$ cat src/rtl/ex_mult_pipe.sv
// Pipelined RV32M multiply unit (MUL/MULH/MULHSU/MULHU).
// Each stage folds one CH-bit multiplier chunk into a running 2*XLEN product.
// Stage valids bubble-collapse toward the output and stall on CDB back-pressure.

// One partial-product step: prod + (mcand * chunk) << SHIFT, modulo 2^W2.
module ex_mult_step #(
  parameter int W2    = 64,
  parameter int CH    = 16,
  parameter int SHIFT = 0
) (
  input  logic [W2-1:0] mcand,
  input  logic [CH-1:0] chunk,
  input  logic [W2-1:0] prod,
  output logic [W2-1:0] nxt_prod
);
  logic [W2-1:0] chunk_x;

  assign chunk_x  = W2'(chunk);
  assign nxt_prod = prod + ((mcand * chunk_x) << SHIFT);
endmodule

module ex_mult_pipe #(
  parameter int XLEN       = 32,
  parameter int NUM_STAGES = 4,
  parameter int TAG_W      = 6,
  parameter int ROB_W      = 5
) (
  input  logic                            clock,
  input  logic                            reset,
  input  logic                            squash,
  input  logic                            in_valid,
  output logic                            in_ready,
  input  logic [1:0]                      in_func,
  input  logic [XLEN-1:0]                 in_rs1,
  input  logic [XLEN-1:0]                 in_rs2,
  input  logic [TAG_W-1:0]                in_tag,
  input  logic [ROB_W-1:0]                in_rob,
  output logic                            out_valid,
  input  logic                            out_ready,
  output logic [XLEN-1:0]                 out_result,
  output logic [TAG_W-1:0]                out_tag,
  output logic [ROB_W-1:0]                out_rob,
  output logic [$clog2(NUM_STAGES+1)-1:0] busy_cnt
);
  localparam int W2 = 2 * XLEN;
  localparam int CH = W2 / NUM_STAGES;
  localparam int CW = $clog2(NUM_STAGES + 1);

  typedef struct packed {
    logic [1:0]       func;
    logic [TAG_W-1:0] tag;
    logic [ROB_W-1:0] rob;
  } meta_t;

  logic [NUM_STAGES:1] vld_pipe, vld_nxt, free;
  logic [CW-1:0]       busy_nxt;
  logic                accept;
  logic                sx1, sx2;
  logic [W2-1:0]       rs1_x, rs2_x;

  // MULH/MULHSU treat rs1 as signed; only MULH treats rs2 as signed.
  assign sx1    = (in_func[1] ^ in_func[0]) & in_rs1[XLEN-1];
  assign sx2    = (in_func == 2'd1) & in_rs2[XLEN-1];
  assign rs1_x  = {{XLEN{sx1}}, in_rs1};
  assign rs2_x  = {{XLEN{sx2}}, in_rs2};
  assign accept = in_valid && in_ready && !squash;
  assign in_ready = free[1];

  for (genvar k = 1; k <= NUM_STAGES; k++) begin : g_stg
    // multiplier bits still unconsumed when an op enters this stage
    localparam int SRW = W2 - (k - 1) * CH;

    meta_t          src_meta, meta_q;
    logic [W2-1:0]  src_mcand, src_prod, nxt_prod, prod_q;
    logic [SRW-1:0] src_mplier;

    // A stage may load whenever some stage at or beyond it is empty, or the head drains.
    assign free[k] = out_ready || !(&vld_pipe[NUM_STAGES:k]);

    if (k == 1) begin : g_first
      assign src_meta   = {in_func, in_tag, in_rob};
      assign src_mcand  = rs1_x;
      assign src_mplier = rs2_x;
      assign src_prod   = '0;
    end else begin : g_chain
      assign src_meta   = g_stg[k-1].meta_q;
      assign src_mcand  = g_stg[k-1].g_carry.mcand_q;
      assign src_mplier = g_stg[k-1].g_carry.mplier_q;
      assign src_prod   = g_stg[k-1].prod_q;
    end

    ex_mult_step #(.W2(W2), .CH(CH), .SHIFT((k - 1) * CH)) u_step (
      .mcand    (src_mcand),
      .chunk    (src_mplier[CH-1:0]),
      .prod     (src_prod),
      .nxt_prod (nxt_prod)
    );

    // Stage payload; loads on free so a stalled head holds its result stable.
    always_ff @(posedge clock) begin
      if (free[k]) begin
        meta_q <= src_meta;
        prod_q <= nxt_prod;
      end
    end

    if (k < NUM_STAGES) begin : g_carry
      logic [W2-1:0]     mcand_q;
      logic [SRW-CH-1:0] mplier_q;

      // Operands still needed by later stages; the consumed chunk is dropped.
      always_ff @(posedge clock) begin
        if (free[k]) begin
          mcand_q  <= src_mcand;
          mplier_q <= src_mplier[SRW-1:CH];
        end
      end
    end
  end

  // Next valid vector: shift into free stages, squash wipes everything.
  always_comb begin
    vld_nxt = vld_pipe;
    if (free[1]) vld_nxt[1] = accept;
    for (int k = 2; k <= NUM_STAGES; k++)
      if (free[k]) vld_nxt[k] = vld_pipe[k-1];
    if (squash) vld_nxt = '0;
    busy_nxt = '0;
    for (int k = 1; k <= NUM_STAGES; k++)
      busy_nxt = busy_nxt + CW'(vld_nxt[k]);
  end

  // Control state: only valids and occupancy count need reset.
  always_ff @(posedge clock or negedge reset) begin
    if (!reset) begin
      vld_pipe <= '0;
      busy_cnt <= '0;
    end else begin
      vld_pipe <= vld_nxt;
      busy_cnt <= busy_nxt;
    end
  end

  assign out_valid  = vld_pipe[NUM_STAGES];
  assign out_tag    = g_stg[NUM_STAGES].meta_q.tag;
  assign out_rob    = g_stg[NUM_STAGES].meta_q.rob;
  assign out_result = (g_stg[NUM_STAGES].meta_q.func == 2'd0) ?
                      g_stg[NUM_STAGES].prod_q[XLEN-1:0] :
                      g_stg[NUM_STAGES].prod_q[W2-1:XLEN];
endmodule

$ cat config.mk
export PLATFORM = sky130hd
export DESIGN_NAME = ex_mult_pipe
export DESIGN_NICKNAME = d
export VERILOG_FILES = /design/src/rtl/ex_mult_pipe.sv
export SDC_FILE = /design/constraint.sdc
export NUM_CORES = 2
export LEC_CHECK = 0
export ABC_AREA = 1
export ABC_CLOCK_PERIOD_IN_PS = 18080
export CAP_MARGIN = 20
export CORE_ASPECT_RATIO = 0.75
export CORE_MARGIN = 8
export CORE_UTILIZATION = 25
export CTS_CLUSTER_SIZE = 20
export DETAILED_ROUTE_END_ITERATION = 10
export GPL_TIMING_DRIVEN = 0
export PLACE_DENSITY_LB_ADDON = 0.15
export SLEW_MARGIN = 20
export SYNTH_ARGS = -nofsm -noshare
export SYNTH_HDL_FRONTEND = slang
export SYNTH_SLANG_ARGS = --single-unit
export TNS_END_PERCENT = 10
$ cat constraint.sdc
create_clock -name clock -period 18.08 [get_ports clock]
set_input_delay 3.616 -clock clock [delete_from_list [all_inputs] [get_ports clock]]
set_output_delay 3.616 -clock clock [all_outputs]
set_load 0.02 [all_outputs]
==> results.tsv <==
stage	metric	value	unit
status	status	finished, final reports clean	
cells_and_area	area grow syn2layout	11.7	%
worst_setup_path	max incr delay on CP	0.82	ns
worst_setup_path	Worst Setup Path Type	in2reg	
clock_tree	Clock transition at path regs	0.06	ns
cells_and_area	most frequent cells in the layout	inv_1, nand2_1, fa_1, ha_1, edfxtp_1	
sta	RSZ-0062 raised after global routing	no	
place	pre-CTS setup slack	6.50	ns
logic_synthesis	number of synthesized register bits	401	
worst_setup_path	r2r setup slk	8.20	ns
sta	pin slew with the least headroom to its limit	1.23	ns
min_path	Hold Startpoint	g_stg[3].prod_q[35]$_DFFE_PP_	
clock_tree	CTS Buf Count	53	
detailed_routing	DRT Wirelength	241000	um
worst_setup_path	FF-to-FF End	g_stg[2].prod_q[63]$_DFFE_PN_	
sta	Setup TNS Final	0	ns
sta	Max-slew headroom	18.3	%
clock_tree	clk root buf	clkbuf_16	
place	GP Congestion	0.889	
min_path	Hold EP	g_stg[4].prod_q[35]$_DFFE_PP_	
detailed_routing	post-DR vias/cell	4.29	
cells_and_area	Layout Cells excl Fill	11621	
die	Die Ht	465	um
logic_synthesis	yosys warns	0	
logic_synthesis	Cell Area, Synth	67200	sq um
clock_tree	Clock Tree Buf Depth	3	
global_routing	number of global-route vias before repair	51909	
die	row count	165	
worst_setup_path	CP dominant cell by count	fa_1	
detailed_routing	via count	49854	
global_routing	antenna violations before repair	23	
logic_synthesis	Yosys top cell by area	fa_1	
global_routing	largest net degree at the start of global routing	78	
worst_setup_path	crit-path cells	clkdlybuf4s50_1, ha_1, clkbuf_1, nor2_1, fa_1, fa_1, inv_1, fa_1, fa_1, fa_1, fa_1, inv_1, ha_1, a21oi_1, inv_1, a31oi_1, o21ai_0, a21oi_1, nand3_1, xor2_1	
global_routing	GRT Total Usage	16.7	%
worst_setup_path	worst reg2reg startpoint	g_stg[1].g_carry.mcand_q[17]$_DFFE_PN_	
sta	period utilization	60.1	%
cells_and_area	Layout Nets	9762	
die	core area	269000	sq um
worst_setup_path	Worst Path Required	18.48	ns
worst_setup_path	Critical Path AT	11.27	ns
job	# Max-Cap Violations	0	
logic_synthesis	most used flip-flop cell after synthesis	edfxtp_1	
worst_setup_path	Startpoint Class	input pin	
logic_synthesis	Netlist cell types	50	
logic_synthesis	post-synthesis sequential area ratio	17.9	%
sta	min Tclk post-route	10.87	ns
logic_synthesis	Syn Nets	9575	
die	DIE WIDTH	615	um
clock_tree	CTS Hold Buffers Added	0	
min_path	hold depth	0	
worst_setup_path	Critical path buffers and inverters	5	
detailed_routing	routed len/inst	20.7	um
logic_synthesis	Mapped Cells	7798	
sta	hold violation total from the final report	0	
detailed_routing	DRC	0	
sta	Final Max Slew Viols	0	
logic_synthesis	top cells by area, synth	fa_1, edfxtp_1, inv_1, nand2_1, ha_1	
min_path	Hold/Removal Path Class	reg2reg	
logic_synthesis	Post-synth ARST share	1.75	%
clock_tree	clock latency on the worst-skew pair	0.70	ns
cells_and_area	Util after Layout	28.0	%
logic_synthesis	Avg Cell Area, Syn	8.62	sq um
worst_setup_path	crit end category	flop	
die	Die ar.	286000	sq um
cells_and_area	most common cell after layout, fill and taps aside	inv_1	
worst_setup_path	R2R depth	36	
place	hpwl dp	212000	um
global_routing	Remaining Overflow, GRT	0	
clock_tree	Post-CTS Resized	0	
place	port bufs	127	
sta	Setup violations, final	0	
clock_tree	setup bufs post-CTS	0	
detailed_routing	initial DRC count	3939	
clock_tree	CTS Sinks	401	
worst_setup_path	CP max-delay cell	ha_1	
worst_setup_path	family with the most delay on the worst path	adder cells	
global_routing	first-pass GRT wire length	355000	um
worst_setup_path	Crit. Startpoint	in_func[0]	
die	Initial Util	25.0	%
logic_synthesis	Synth top area share	37.7	%
clock_tree	CTS tree	done	
worst_setup_path	critical path fanouts, max	10	
logic_synthesis	Post-synth EDFFs	394	
sta	fmax	92.0	MHz
cells_and_area	Multi-input gate area	45700	sq um
place	placed cells	11520	
cells_and_area	fraction of layout cells with a size suffix above 1	2.65	%
clock_tree	CTS H-tree lvls	2	
sta	post-route worst setup slack	7.21	ns
die	num ports	130	
sta	skew final	0.0761	ns
cells_and_area	# fillers	28843	
detailed_routing	iteration count of the initial detailed-routing pass	8	
cells_and_area	Seq. cell area	12000	sq um
detailed_routing	Post-DRT Antenna Nets	0	
logic make-up (layout without fill, tap and decap cells):
group	Yosys count	count (layout)	synth area share [%]
buffers and inverters	2538	2768	14.2
and+or+nand+nor	2340	2340	13.9
adders and majority gates	1695	1695	45.7
AOI/OAI and AO/OA	569	569	4.94
DFF	401	401	17.9
xor gates and xnor gates	223	223	2.90
muxes	32	32	0.536
other	0	3	0
sequential cells by signal, indices dropped and copies added, names as in the netlist:
register and count:
out_rob 5, busy_cnt 3, vld_pipe 4, g_stg.g_carry.mplier_q 19, g_stg.g_carry.mcand_q 81, g_stg.meta_q 41, g_stg.prod_q 242, out_tag 6
stage by stage:
| stage | area, sq um | hold slack [ns] |
|---|---|---|
| floorplan | 67200 | 0.400 |
| global placement | 73000 | 0.402 |
| detailed placement | 73100 | 0.405 |
| CTS | 75100 | 0.374 |
| global route | 75100 | 0.393 |
| finish | 75100 | 0.393 |
cells in the mapped netlist, types with 4 or more instances:
master    instances
o21bai_1         34
clkbuf_1        252
xor2_1          148
o221ai_1          9
nor2_1          321
a31oi_1          25
a21boi_0          5
a21oi_2          10
fa_1           1266
inv_1          2266
ha_1            429
o211ai_1          5
a21oi_1         265
buf_4            11
and3_1            7
nand3b_1          7
nand2_1        1757
nor4_1           10
o21ai_0         113
o21a_1           14
o21ai_1          24
inv_2             7
xnor2_1          75
nand3_2           7
nor3_2            5
nor2_2            9
a211oi_1          5
nor3_1           30
edfxtp_1        394
nand4_1          28
mux2_2           32
o21ai_2          10
nand3_1         136
a21boi_1          4
nand2_2          13
a21o_1           35
dfrtp_1           7
final cells by class:
cell class	count	share of cell area (%)
Antenna cell	3	0.0100
Buffer	265	1.38
Clock buffer	61	1.81
Clock inverter	37	0.770
Inverter	2273	11.4
Multi-Input combinational cell	4859	60.8
Sequential cell	401	16.0
Tap cell	3590	5.98
Timing Repair Buffer	132	1.86
worst max-delay path by stage:
stage	cells after the start	endpoint	slack [ns]
after global placement	10	in_ready	-5.35
after global routing	21	g_stg[1].prod_q[45]$_DFFE_PN_	6.89
final	20	g_stg[1].prod_q[41]$_DFFE_PN_	7.21
after CTS	20	g_stg[1].prod_q[41]$_DFFE_PN_	7.24
after detailed placement	20	g_stg[1].prod_q[41]$_DFFE_PN_	6.50
after floorplan	8	in_ready	2.04
routing by layer:
layer  vias up  wire length (um)  global-route usage, %
met5         -                 0                      0
met4         0              5040                   3.09
met3       170             13200                   1.85
met2      1295             99500                   24.6
met1     25210            123000                   26.1
li1      23179                 -                      -
Power is left out: the tool's default activity adds up to more than one toggle a clock period on the data nets, which glitch-free logic cannot reach.
